<file path="src/rtl/fabric_pkg.sv">
// rtl/fabric_pkg.sv - shared fabric geometry, loader state enum and header field layout
package fabric_pkg;

    localparam int FABRIC_ROWS             = 2;
    localparam int FABRIC_COLS             = 2;
    localparam int FABRIC_INSTR_DATA_WIDTH = 32;
    localparam int FABRIC_INSTR_ADDR_WIDTH = 6;
    localparam int FABRIC_INSTR_HOPS_WIDTH = 4;

    localparam int HDR_ROW_LSB = 0;
    localparam int HDR_COL_LSB = 16;
    localparam int HDR_FIELD_W = 16;

    typedef enum logic [2:0] {
        IDLE,
        LOAD,
        CALL,
        SETTLE,
        WAIT_RET,
        DONE
    } loader_state_t;

    function automatic logic [HDR_FIELD_W-1:0] hdr_row(input logic [31:0] word);
        return word[HDR_ROW_LSB +: HDR_FIELD_W];
    endfunction

    function automatic logic [HDR_FIELD_W-1:0] hdr_col(input logic [31:0] word);
        return word[HDR_COL_LSB +: HDR_FIELD_W];
    endfunction

endpackage

</file>
<file path="src/rtl/fabric_program_loader_if.sv">
// rtl/fabric_program_loader_if.sv - program-beat stream between a beat source and the loader
interface fabric_program_loader_if #(
    parameter int DATA_W = 32
) ();

    logic              s_valid;
    logic              s_ready;
    logic              s_is_header;
    logic              s_last;
    logic [DATA_W-1:0] s_data;

    modport master (
        output s_valid,
        output s_is_header,
        output s_last,
        output s_data,
        input  s_ready
    );

    modport slave (
        input  s_valid,
        input  s_is_header,
        input  s_last,
        input  s_data,
        output s_ready
    );

endinterface

</file>
<file path="src/rtl/fabric_program_writer.sv">
// rtl/fabric_program_writer.sv - per-cell index/validity tracking and registered row demux onto instr_*
module fabric_program_writer
    import fabric_pkg::*;
#(
    parameter int ROWS             = FABRIC_ROWS,
    parameter int COLS             = FABRIC_COLS,
    parameter int INSTR_DATA_WIDTH = FABRIC_INSTR_DATA_WIDTH,
    parameter int INSTR_ADDR_WIDTH = FABRIC_INSTR_ADDR_WIDTH,
    parameter int INSTR_HOPS_WIDTH = FABRIC_INSTR_HOPS_WIDTH
) (
    input  logic                                 clk_i,
    input  logic                                 rst_i,
    input  logic                                 clear_i,
    input  logic                                 beat_valid_i,
    input  logic                                 beat_is_header_i,
    input  logic [INSTR_DATA_WIDTH-1:0]          beat_data_i,
    output logic [ROWS*INSTR_DATA_WIDTH-1:0]     instr_data_o,
    output logic [ROWS*INSTR_ADDR_WIDTH-1:0]     instr_addr_o,
    output logic [ROWS*INSTR_HOPS_WIDTH-1:0]     instr_hops_o,
    output logic [ROWS-1:0]                      instr_en_o,
    output logic                                 err_o
);

    localparam int ROW_W = (ROWS > 1) ? $clog2(ROWS) : 1;

    logic [ROW_W-1:0]                  row_q;
    logic [INSTR_HOPS_WIDTH-1:0]       col_q;
    logic [INSTR_ADDR_WIDTH-1:0]       idx_q;
    logic                              have_hdr_q;
    logic                              cell_ok_q;
    logic                              ovf_q;
    logic [ROWS-1:0]                   en_q;
    logic [ROWS*INSTR_DATA_WIDTH-1:0]  data_q;
    logic [ROWS*INSTR_ADDR_WIDTH-1:0]  addr_q;
    logic [ROWS*INSTR_HOPS_WIDTH-1:0]  hops_q;

    logic [HDR_FIELD_W-1:0] hdr_row_w;
    logic [HDR_FIELD_W-1:0] hdr_col_w;
    logic                   hdr_ok;
    logic                   is_hdr;
    logic                   is_ins;
    logic                   wr_ok;
    logic [ROWS-1:0]        lane_wr;

    assign hdr_row_w = hdr_row(beat_data_i[31:0]);
    assign hdr_col_w = hdr_col(beat_data_i[31:0]);
    assign hdr_ok    = ({16'd0, hdr_row_w} < 32'(ROWS)) && ({16'd0, hdr_col_w} < 32'(COLS));
    assign is_hdr    = beat_valid_i & beat_is_header_i;
    assign is_ins    = beat_valid_i & ~beat_is_header_i;
    // Overflow is sticky until the next header so a wrapped index never rewrites address 0.
    assign wr_ok     = is_ins & have_hdr_q & cell_ok_q & ~ovf_q;
    assign err_o     = (is_hdr & ~hdr_ok) | (is_ins & ~wr_ok);

    always_comb begin
        lane_wr = '0;
        for (int r = 0; r < ROWS; r++) begin
            lane_wr[r] = wr_ok && (row_q == ROW_W'(r));
        end
    end

    always_ff @(posedge clk_i) begin
        if (rst_i) begin
            row_q      <= '0;
            col_q      <= '0;
            idx_q      <= '0;
            have_hdr_q <= 1'b0;
            cell_ok_q  <= 1'b0;
            ovf_q      <= 1'b0;
            en_q       <= '0;
            data_q     <= '0;
            addr_q     <= '0;
            hops_q     <= '0;
        end else begin
            for (int r = 0; r < ROWS; r++) begin
                en_q[r]                                       <= lane_wr[r];
                data_q[r*INSTR_DATA_WIDTH +: INSTR_DATA_WIDTH] <= lane_wr[r] ? beat_data_i : '0;
                addr_q[r*INSTR_ADDR_WIDTH +: INSTR_ADDR_WIDTH] <= lane_wr[r] ? idx_q : '0;
                hops_q[r*INSTR_HOPS_WIDTH +: INSTR_HOPS_WIDTH] <= lane_wr[r] ? col_q : '0;
            end
            if (clear_i) begin
                row_q      <= '0;
                col_q      <= '0;
                idx_q      <= '0;
                have_hdr_q <= 1'b0;
                cell_ok_q  <= 1'b0;
                ovf_q      <= 1'b0;
            end else if (is_hdr) begin
                row_q      <= hdr_row_w[ROW_W-1:0];
                col_q      <= hdr_col_w[INSTR_HOPS_WIDTH-1:0];
                idx_q      <= '0;
                have_hdr_q <= 1'b1;
                cell_ok_q  <= hdr_ok;
                ovf_q      <= 1'b0;
            end else if (wr_ok) begin
                idx_q <= idx_q + INSTR_ADDR_WIDTH'(1);
                if (&idx_q) begin
                    ovf_q <= 1'b1;
                end
            end
        end
    end

    assign instr_en_o   = en_q;
    assign instr_data_o = data_q;
    assign instr_addr_o = addr_q;
    assign instr_hops_o = hops_q;

endmodule

</file>
<file path="src/rtl/fabric_program_loader.sv">
// rtl/fabric_program_loader.sv - load/call/wait sequencer upstream of fabric
// Optional watchdog in WAIT_RET enabled by FABRIC_PROGRAM_LOADER_TIMEOUT_EN.
module fabric_program_loader
    import fabric_pkg::*;
#(
    parameter int ROWS             = FABRIC_ROWS,
    parameter int COLS             = FABRIC_COLS,
    parameter int INSTR_DATA_WIDTH = FABRIC_INSTR_DATA_WIDTH,
    parameter int INSTR_ADDR_WIDTH = FABRIC_INSTR_ADDR_WIDTH,
    parameter int INSTR_HOPS_WIDTH = FABRIC_INSTR_HOPS_WIDTH,
    parameter int CYCLE_CNT_WIDTH  = 32,
    parameter int TIMEOUT_CYCLES   = 1000000
) (
    input  logic                                clk,
    input  logic                                rst,
    input  logic                                start,
    fabric_program_loader_if.slave              beat,
    output logic [ROWS*INSTR_DATA_WIDTH-1:0]    instr_data_out,
    output logic [ROWS*INSTR_ADDR_WIDTH-1:0]    instr_addr_out,
    output logic [ROWS*INSTR_HOPS_WIDTH-1:0]    instr_hops_out,
    output logic [ROWS-1:0]                     instr_en_out,
    output logic [ROWS-1:0]                     call,
    input  logic [ROWS-1:0]                     ret,
    output logic                                busy,
    output logic                                done,
    output logic                                error,
    output logic                                timeout,
    output logic [CYCLE_CNT_WIDTH-1:0]          cycles
);

    localparam int SETTLE_CYCLES = 2 * COLS;
    localparam int SETTLE_W      = $clog2(SETTLE_CYCLES + 1);

    loader_state_t              state_q;
    logic [ROWS-1:0]            call_q;
    logic                       done_q;
    logic                       error_q;
    logic [CYCLE_CNT_WIDTH-1:0] cycles_q;
    logic [CYCLE_CNT_WIDTH-1:0] cycles_d;
    logic [SETTLE_W-1:0]        settle_q;
    logic                       beat_accept;
    logic                       wr_err;
    logic                       clear;

`ifdef FABRIC_PROGRAM_LOADER_TIMEOUT_EN
    localparam int WD_W = $clog2(TIMEOUT_CYCLES + 1);
    logic [WD_W-1:0] wd_q;
    logic            timeout_q;
`else
    logic unused_timeout_cfg;
    assign unused_timeout_cfg = (TIMEOUT_CYCLES > 0);
`endif

    assign beat.s_ready = (state_q == LOAD);
    assign beat_accept  = beat.s_valid & beat.s_ready;
    assign clear        = start & (state_q == IDLE);
    assign cycles_d     = (&cycles_q) ? cycles_q : cycles_q + CYCLE_CNT_WIDTH'(1);

    fabric_program_writer #(
        .ROWS             (ROWS),
        .COLS             (COLS),
        .INSTR_DATA_WIDTH (INSTR_DATA_WIDTH),
        .INSTR_ADDR_WIDTH (INSTR_ADDR_WIDTH),
        .INSTR_HOPS_WIDTH (INSTR_HOPS_WIDTH)
    ) u_writer (
        .clk_i            (clk),
        .rst_i            (rst),
        .clear_i          (clear),
        .beat_valid_i     (beat_accept),
        .beat_is_header_i (beat.s_is_header),
        .beat_data_i      (beat.s_data),
        .instr_data_o     (instr_data_out),
        .instr_addr_o     (instr_addr_out),
        .instr_hops_o     (instr_hops_out),
        .instr_en_o       (instr_en_out),
        .err_o            (wr_err)
    );

    always_ff @(posedge clk) begin
        if (rst) begin
            state_q  <= IDLE;
            call_q   <= '0;
            done_q   <= 1'b0;
            error_q  <= 1'b0;
            cycles_q <= '0;
            settle_q <= '0;
`ifdef FABRIC_PROGRAM_LOADER_TIMEOUT_EN
            wd_q      <= '0;
            timeout_q <= 1'b0;
`endif
        end else begin
            call_q <= '0;
            done_q <= 1'b0;
            if (wr_err) begin
                error_q <= 1'b1;
            end
            unique case (state_q)
                IDLE: begin
                    if (start) begin
                        state_q  <= LOAD;
                        error_q  <= 1'b0;
                        cycles_q <= '0;
`ifdef FABRIC_PROGRAM_LOADER_TIMEOUT_EN
                        timeout_q <= 1'b0;
`endif
                    end
                end
                LOAD: begin
                    // The last beat's own write lands in the same cycle as call.
                    if (beat_accept && beat.s_last) begin
                        state_q <= CALL;
                        call_q  <= '1;
                    end
                end
                CALL: begin
                    cycles_q <= cycles_d;
                    settle_q <= '0;
                    state_q  <= SETTLE;
                end
                SETTLE: begin
                    // ret from the previous run may still be high; ignore it here.
                    cycles_q <= cycles_d;
                    if (settle_q == SETTLE_W'(SETTLE_CYCLES - 1)) begin
                        state_q <= WAIT_RET;
`ifdef FABRIC_PROGRAM_LOADER_TIMEOUT_EN
                        wd_q <= '0;
`endif
                    end else begin
                        settle_q <= settle_q + SETTLE_W'(1);
                    end
                end
                WAIT_RET: begin
                    cycles_q <= cycles_d;
                    if (&ret) begin
                        state_q <= DONE;
                        done_q  <= 1'b1;
                    end
`ifdef FABRIC_PROGRAM_LOADER_TIMEOUT_EN
                    else if (wd_q == WD_W'(TIMEOUT_CYCLES - 1)) begin
                        state_q   <= DONE;
                        done_q    <= 1'b1;
                        timeout_q <= 1'b1;
                    end else begin
                        wd_q <= wd_q + WD_W'(1);
                    end
`endif
                end
                DONE: begin
                    state_q <= IDLE;
                end
                default: begin
                    state_q <= IDLE;
                end
            endcase
        end
    end

    assign call   = call_q;
    assign done   = done_q;
    assign error  = error_q;
    assign busy   = (state_q != IDLE);
    assign cycles = cycles_q;
`ifdef FABRIC_PROGRAM_LOADER_TIMEOUT_EN
    assign timeout = timeout_q;
`else
    assign timeout = 1'b0;
`endif

endmodule

</file>
<file path="src/flat_wrapper.sv">
// flat-port wrapper written by rule: the top's interface ports become plain ports
module fabric_program_loader_flat import fabric_pkg::*;
#(
    parameter int ROWS             = FABRIC_ROWS,
    parameter int COLS             = FABRIC_COLS,
    parameter int INSTR_DATA_WIDTH = FABRIC_INSTR_DATA_WIDTH,
    parameter int INSTR_ADDR_WIDTH = FABRIC_INSTR_ADDR_WIDTH,
    parameter int INSTR_HOPS_WIDTH = FABRIC_INSTR_HOPS_WIDTH,
    parameter int CYCLE_CNT_WIDTH  = 32,
    parameter int TIMEOUT_CYCLES   = 1000000
)
  (clk, rst, start, instr_data_out, instr_addr_out, instr_hops_out, instr_en_out, call, ret, busy, done, error, timeout, cycles, beat_s_valid, beat_s_is_header, beat_s_last, beat_s_data, beat_s_ready);
  fabric_program_loader_if #(.DATA_W((32))) beat_i ();
  input  logic clk;
  input  logic rst;
  input  logic start;
  output logic [ROWS*INSTR_DATA_WIDTH-1:0] instr_data_out;
  output logic [ROWS*INSTR_ADDR_WIDTH-1:0] instr_addr_out;
  output logic [ROWS*INSTR_HOPS_WIDTH-1:0] instr_hops_out;
  output logic [ROWS-1:0] instr_en_out;
  output logic [ROWS-1:0] call;
  input  logic [ROWS-1:0] ret;
  output logic busy;
  output logic done;
  output logic error;
  output logic timeout;
  output logic [CYCLE_CNT_WIDTH-1:0] cycles;
  input wire logic [$bits(beat_i.s_valid)-1:0] beat_s_valid;
  input wire logic [$bits(beat_i.s_is_header)-1:0] beat_s_is_header;
  input wire logic [$bits(beat_i.s_last)-1:0] beat_s_last;
  input wire logic [$bits(beat_i.s_data)-1:0] beat_s_data;
  output wire logic [$bits(beat_i.s_ready)-1:0] beat_s_ready;
  assign beat_i.s_valid = beat_s_valid;
  assign beat_i.s_is_header = beat_s_is_header;
  assign beat_i.s_last = beat_s_last;
  assign beat_i.s_data = beat_s_data;
  assign beat_s_ready = beat_i.s_ready;
  fabric_program_loader #(.ROWS(ROWS), .COLS(COLS), .INSTR_DATA_WIDTH(INSTR_DATA_WIDTH), .INSTR_ADDR_WIDTH(INSTR_ADDR_WIDTH), .INSTR_HOPS_WIDTH(INSTR_HOPS_WIDTH), .CYCLE_CNT_WIDTH(CYCLE_CNT_WIDTH), .TIMEOUT_CYCLES(TIMEOUT_CYCLES)) u_core (.clk(clk), .rst(rst), .start(start), .beat(beat_i), .instr_data_out(instr_data_out), .instr_addr_out(instr_addr_out), .instr_hops_out(instr_hops_out), .instr_en_out(instr_en_out), .call(call), .ret(ret), .busy(busy), .done(done), .error(error), .timeout(timeout), .cycles(cycles));
endmodule
</file>
<file path="config.mk">
export PLATFORM = sky130hd
export DESIGN_NAME = fabric_program_loader_flat
export DESIGN_NICKNAME = d
export VERILOG_FILES = /design/src/rtl/fabric_pkg.sv /design/src/rtl/fabric_program_loader_if.sv /design/src/rtl/fabric_program_writer.sv /design/src/rtl/fabric_program_loader.sv /design/src/flat_wrapper.sv
export SDC_FILE = /design/constraint.sdc
export NUM_CORES = 1
export LEC_CHECK = 0
export CAP_MARGIN = 40
export CORE_UTILIZATION = 30
export DETAILED_ROUTE_END_ITERATION = 10
export GPL_TIMING_DRIVEN = 0
export PLACE_DENSITY = 0.52
export SYNTH_ARGS = -nofsm -noshare
export SYNTH_HDL_FRONTEND = slang
export SYNTH_HIERARCHICAL = 1
export SYNTH_SLANG_ARGS = --single-unit
export TNS_END_PERCENT = 30
</file>
<file path="constraint.sdc">
create_clock -name clk -period 4.75 [get_ports clk]
set_input_delay 0.7125 -clock clk [delete_from_list [all_inputs] [get_ports clk]]
set_output_delay 0.7125 -clock clk [all_outputs]
set_load 0.005 [all_outputs]
</file>
# --- Word level (Yosys, flattened, before mapping) ---
# Cells that the tools add are included.
classes:
  addsub: 3
  magnitude_cmp: 2
  eq_ne: 11
  mux: 15
  bitwise_logic: 19
  reduce_logical: 21
op_table:
  columns: ["op", "n"]
  rows:
  - ["$mux 32", 2]
  - ["$pmux 32 s2", 1]
  - ["$add 32x1->32 const B", 1]
  - ["$lt 16x2->1 const B", 2]
  - ["$reduce_and 32->1", 1]
  - ["$mux 3", 5]
  - ["$pmux 3 s5", 1]
  - ["$reduce_or 2->1", 5]
  - ["$and 1x1->1", 9]
  - ["$eq 3x2->1 const B", 3]
  - ["$not 1->1", 9]
  - ["$ne 2x2->1 const B", 4]
  - ["$reduce_and 7->1", 1]
  - ["$add 6x1->6 const B", 1]
  - ["$pmux 3 s2", 1]
  - ["$reduce_or 3->1", 2]
  - ["$logic_and 1x1->1", 4]
  - ["$mux 1", 4]
  - ["$ne 2x1->1 const B", 2]
  - ["$reduce_and 2->1", 2]
  - ["$reduce_and 4->1", 1]
  - ["$reduce_bool 2->1", 2]
  - ["$add 3x1->3 const B", 1]
  - ["$eq 3x1->1 const B", 1]
  - ["6 further kinds", 6]
totals:
  regBits: 142
  input_bits: 40
  elab_cells: 90

# --- Longest topological paths before layout ---
depth:
  ltp_word: 12
  ltp_mapped: 8
  depth_no_buf: 6

# --- Hierarchy ---
# The synthesis kept the hierarchy.
by_module_without_submodules:
  columns: ["mod", "instances", "cells_per_inst", "area_each_um2"]
  rows:
  - ["fabric_program_writer", 1, 261, 2979.1]
  - ["fabric_program_loader", 1, 314, 2553.7]

# --- Worst setup path after synthesis ---
# Ideal clock, no wire load.
synth_timing:
  path_type: "register to register"
  start: "reg u_core.cycles_q[0], in the netlist u_core/cycles[0]"
  end: "reg u_core.cycles_q[13], in the netlist u_core/cycles[13]"
  setup_ns: 0.088
  t_arrival_ns: 2.161
  t_required_ns: 4.662
  slack_ns: 2.501
  stages_incl_launch_ff: 8
  path_buffers: 1
  synth_period_minus_slack_ns: 2.249
  cell_sequence: "dfxtp_1 -> ha_1 -> nand4_2 -> or4_4 -> nor4_4 -> nor2_1 -> buf_2 -> a311oi_2"
synth_between:
  elab_chain_len: 3
  word_cells_on_any_way: 6
  classes_between: "add/sub: 1; eq/ne: 1; mux: 2; reduce/logical: 2"
synth_lines:
  columns: ["item", "line", "text"]
  rows:
  - ["start, declared", "fabric_program_loader.sv:38", "logic [CYCLE_CNT_WIDTH-1:0] cycles_q;"]
  - ["start signal, assigned", "fabric_program_loader.sv:116", "cycles_q <= cycles_d;"]
  - ["start signal, assigned", "fabric_program_loader.sv:122", "cycles_q <= cycles_d;"]
  - ["start signal, assigned", "fabric_program_loader.sv:133", "cycles_q <= cycles_d;"]
  - ["$add 32x1->32 / $reduce_and 32->1 (equally long branches)", "fabric_program_loader.sv:57", "assign cycles_d = (&cycles_q) ? cycles_q : cycles_q + CYCLE_CNT_WIDTH'(1);"]
  - ["$mux 32 / $ne 2x2->1 (equally long branches)", null, null]
  - ["$pmux 32 s2 / $reduce_and 3->1 (equally long branches)", null, null]
# Several ways; a longest one is shown, not always the timed one. The select of a mux whose other input is x is not followed.
# A chain may end at the register's enable or synchronous reset.

# --- Final worst setup path ---
layout_timing:
  start: "reg u_core.state_q[0]"
  end: "reg u_core.u_writer.data_q[32], in the netlist u_core/u_writer/instr_data_o[32]"
layout_between:
  elab_chain_len: 9
layout_lines:
  columns: ["item", "line", "text"]
  rows:
  - ["start, declared", "fabric_program_loader.sv:34", "loader_state_t state_q;"]
  - ["start signal, assigned", "fabric_program_loader.sv:81", "state_q <= IDLE;"]
  - ["start signal, assigned", "fabric_program_loader.sv:100", "state_q <= LOAD;"]
  - ["start signal, assigned", "fabric_program_loader.sv:111", "state_q <= CALL;"]
  - ["$eq 3x1->1", "fabric_program_loader.sv:54", "assign beat.s_ready = (state_q == LOAD);"]
  - ["$and 1x1->1", "fabric_program_loader.sv:55", "assign beat_accept = beat.s_valid & beat.s_ready;"]
  - ["via u_core.beat_accept", "fabric_program_loader.sv:41", "logic beat_accept;"]
  - ["$and 1x1->1", "fabric_program_writer.sv:49", "assign is_ins = beat_valid_i & ~beat_is_header_i;"]
  - ["$and 1x1->1 (3 in a row)", "fabric_program_writer.sv:51", "assign wr_ok = is_ins & have_hdr_q & cell_ok_q & ~ovf_q;"]
  - ["$logic_and 1x1->1", "fabric_program_writer.sv:57", "lane_wr[r] = wr_ok && (row_q == ROW_W'(r));"]
  - ["$not 1->1 (no source line)", null, null]
  - ["$reduce_or 2->1 (no source line)", null, null]
  - ["end signal, assigned by index", "fabric_program_writer.sv:76", "data_q[r*INSTR_DATA_WIDTH +: INSTR_DATA_WIDTH] <= lane_wr[r] ? beat_data_i : '0;"]
  - ["end, declared", "fabric_program_writer.sv:33", "logic [ROWS*INSTR_DATA_WIDTH-1:0] data_q;"]
# The timed path passes the listed nets, and every way through them passes these cells.

==> results_dict.tcl <==
set metrics [dict create \
    h-tree-depth 4 \
    antenna_left 0 \
    dieArea_um2 19000 \
    met3RoutedLength_um 1130 \
    cts_buffers 17 \
    postSynth.asyncResetShare_pct 0 \
    filler_cell_count 1752 \
    dp_cells 968 \
    placed_cell_area_um2 7460 \
    crit_fanout 10 \
    highest_layer "met4" \
    routed_wl_um 16500 \
    finalSetupViolCount 0 \
    cts_tree "yes" \
    ir_drop_mv 0.252 \
    final_nets 802 \
    syn_nets 619 \
    grt_pass1_vias 4621 \
    cts_sinks 141 \
    rsz0062_at_grt "false" \
    first_pass_iters 5 \
    drc 0 \
    viasPerCell 4.96 \
    utilization_pct 44.5 \
    overflow 0 \
    start_util_pct 30.7 \
    wl_met1_um 7220 \
    timing.final.ws_setup_ps 1930 \
    ys_warn_count 6 \
    drtIter0Drc 379 \
    postSynthCellCount 575 \
    clk_path_buf_depth 2 \
    die_x_um 138 \
    synth.avg_cell_area_um2 9.62 \
    post-place-ws_ps 1690 \
    antenna_found_initial 0 \
    place_congestion 0.849 \
    clkTransAtPathRegs_ps 70 \
    die_h_um 138 \
    cap_violations 0 \
    area_delta_synth_final_pct 44.9 \
    hold_path.class "reg -> reg" \
    finalCritPeriodShare_pct 59.3 \
    power_mw 2.55 \
    slew_headroom_pct 56.5 \
    row_count 49 \
    grt_start_max_net_pins 17 \
    clk_latency_ps 420 \
    powerDensity_nw_per_um2 318 \
    p_leak_nw 2.84 \
    n_antenna_cell 0 \
    coreArea_um2 18000 \
    wl_per_cell_um 16.5 \
    synth_area_um2 5530 \
    cts_hold_buf 0 \
    drive_gt1_share_pct 10.2 \
    critPathArrivalTime_ps 3170 \
    clock-root-buffer "clkbuf_16" \
    postCtsSetupRepairBufs 0 \
    cts_resized 0 \
    crit_path_end_kind "register" \
    gr-usage-all-layers_pct 17.9 \
    tns_ps 0 \
    dpl.hpwl_um 12300 \
    status "finished, final reports clean" \
    cp-start-kind "register" \
    fin_cells 1000 \
    vias 4964 \
    path_class "reg -> reg" \
    synth-edff-count 0 \
    pin_count 165 \
    fmax_mhz 355 \
    synth_cell_types 65 \
    design_area_um2 8020 \
    drv_slew 0 \
    worst_slew_pin_slew_ps 646 \
    finalHoldViolCount 0 \
    synth_flop_cell "dfxtp_1" \
    hold_ws_ps 463 \
    fin_crit_ps 2820 \
    cp_data_required_time_ps 5110 \
    fin_worst_skew_ps 11.6 \
    grt_pass1_wl_um 25600 \
    synth_seq_cells 141 \
    portBuffers 163 \
    ys_seq_area_share_pct 51.0 \
    wl_met2_um 7880 \
]
==> cell usage in the layout (no fill, tap or decap), types with 9 or more instances in the layout <==
master,Yosys,final
dfxtp_1,141,141
clkbuf_1,18,18
a21oi_1,21,21
nor3_1,18,18
nand4_1,20,20
o21ai_0,11,11
clkbuf_16,0,17
nor4_1,9,9
and2_1,88,88
clkdlybuf4s50_1,0,163
nand2_1,52,52
o211ai_1,11,11
nor2_1,29,29
nand3_1,17,17
==> where the power goes <==
part	internal, mW	switching, mW	leakage, nW	total [mW]
registers	1.19	0.00191	1.14	1.19
clock network	0.699	0.551	0.269	1.25
logic	0.0519	0.0638	1.43	0.116
==> cells by family (layout without fill, tap and decap cells) <==
family / after synthesis / in the layout / share of synthesized area [%]
xor gates and xnor gates: 6 / 6 / 0.950
DFF: 141 / 141 / 51.0
buffers and inverters: 42 / 238 / 3.80
and+or+nand+nor: 288 / 288 / 30.5
other: 1 / 1 / 0.0678
adders and majority gates: 4 / 4 / 0.905
muxes: 5 / 5 / 0.905
AOI/OAI and AO/OA: 88 / 88 / 11.8
==> layout make-up <==
class / instances / area (µm²) / share of cell area, %
plain buffers: 34 / 180 / 2.25
multi-input cells: 392 / 2500 / 31.2
inverters: 8 / 30.0 / 0.375
well taps: 229 / 287 / 3.57
flip-flops and latches: 141 / 2820 / 35.2
repair buffers: 164 / 1640 / 20.4
clock inverters: 14 / 120 / 1.50
clock buffers: 18 / 439 / 5.48
==> sequential cells by signal, summed over array words and instances, names as in the netlist <==
register and count:
u_core/u_writer/idx_q 6, u_core/state_q 3, u_core/done 1, u_core/cycles 32, u_core/u_writer/instr_en_o 2, u_core/u_writer/cell_ok_q 1
u_core/u_writer/instr_data_o 64, u_core/call 1, u_core/u_writer/row_q 1, u_core/u_writer/instr_hops_o 8, u_core/error 1, u_core/settle_q 3
u_core/u_writer/ovf_q 1, u_core/u_writer/have_hdr_q 1, u_core/u_writer/instr_addr_o 12, u_core/u_writer/col_q 4
==> path summary, 6_finish.rpt <==
check | start | endpoint | slack (ps) | cells past startpoint
min | u_core/u_writer/col_q[1]$_SDFFE_PP0P_ | u_core/u_writer/col_q[1]$_SDFFE_PP0P_ | 460 | 2
min reg2reg | u_core/u_writer/col_q[1]$_SDFFE_PP0P_ | u_core/u_writer/col_q[1]$_SDFFE_PP0P_ | 460 | 2
max | u_core/state_q[0]$_SDFFE_PP0P_ | u_core/u_writer/instr_data_o[32]$_SDFF_PP0_ | 1930 | 8
max reg2reg | u_core/state_q[0]$_SDFFE_PP0P_ | u_core/u_writer/instr_data_o[32]$_SDFF_PP0_ | 1930 | 8
==> cell usage after synthesis, drive strengths merged, types with 2 or more instances <==
| master | n | area [µm²] |
|---|---|---|
| a311oi | 13 | 164 |
| and2 | 91 | 572 |
| nand2b | 4 | 25.0 |
| nand2 | 53 | 201 |
| ha | 4 | 50.1 |
| o31ai | 7 | 52.6 |
| and3 | 6 | 37.5 |
| a31oi | 8 | 50.1 |
| or3 | 6 | 38.8 |
| a21oi | 21 | 105 |
| nor2 | 29 | 109 |
| o211ai | 11 | 82.6 |
| dfxtp | 141 | 2820 |
| or2 | 3 | 18.8 |
| inv | 8 | 30.0 |
| buf | 15 | 100 |
| xnor2 | 4 | 35.0 |
| or4 | 6 | 53.8 |
| nor4 | 13 | 124 |
| mux2i | 5 | 50.1 |
| nand3 | 17 | 85.1 |
| a211oi | 4 | 30.0 |
| clkbuf | 18 | 67.6 |
| and4 | 7 | 62.6 |
| nand4b | 2 | 17.5 |
| xor2 | 2 | 17.5 |
| o41ai | 2 | 25.0 |
| nor3b | 3 | 27.5 |
| nand4 | 22 | 159 |
| a41oi | 5 | 43.8 |
| nor3 | 19 | 100 |
| o21ai | 11 | 55.1 |
==> worst max-delay path, stage by stage, from the launching register on <==
cell and delay [ps]:
dfxtp_1 330, clkbuf_1 300, nor3b_1 340, and2_1 320
and2b_1 200, nand2_2 120, nor3b_2 520, clkbuf_1 420
and2_1 200
==> per-layer routing <==
layer / vias to the layer above / track usage (%)
met1: 2320 / 22.5
met4: 0 / 6.88
li1: 2436 / -
met3: 21 / 3.83
met2: 187 / 29.8
met5: - / 0
Note: power is estimated with default switching activity, not from simulation.
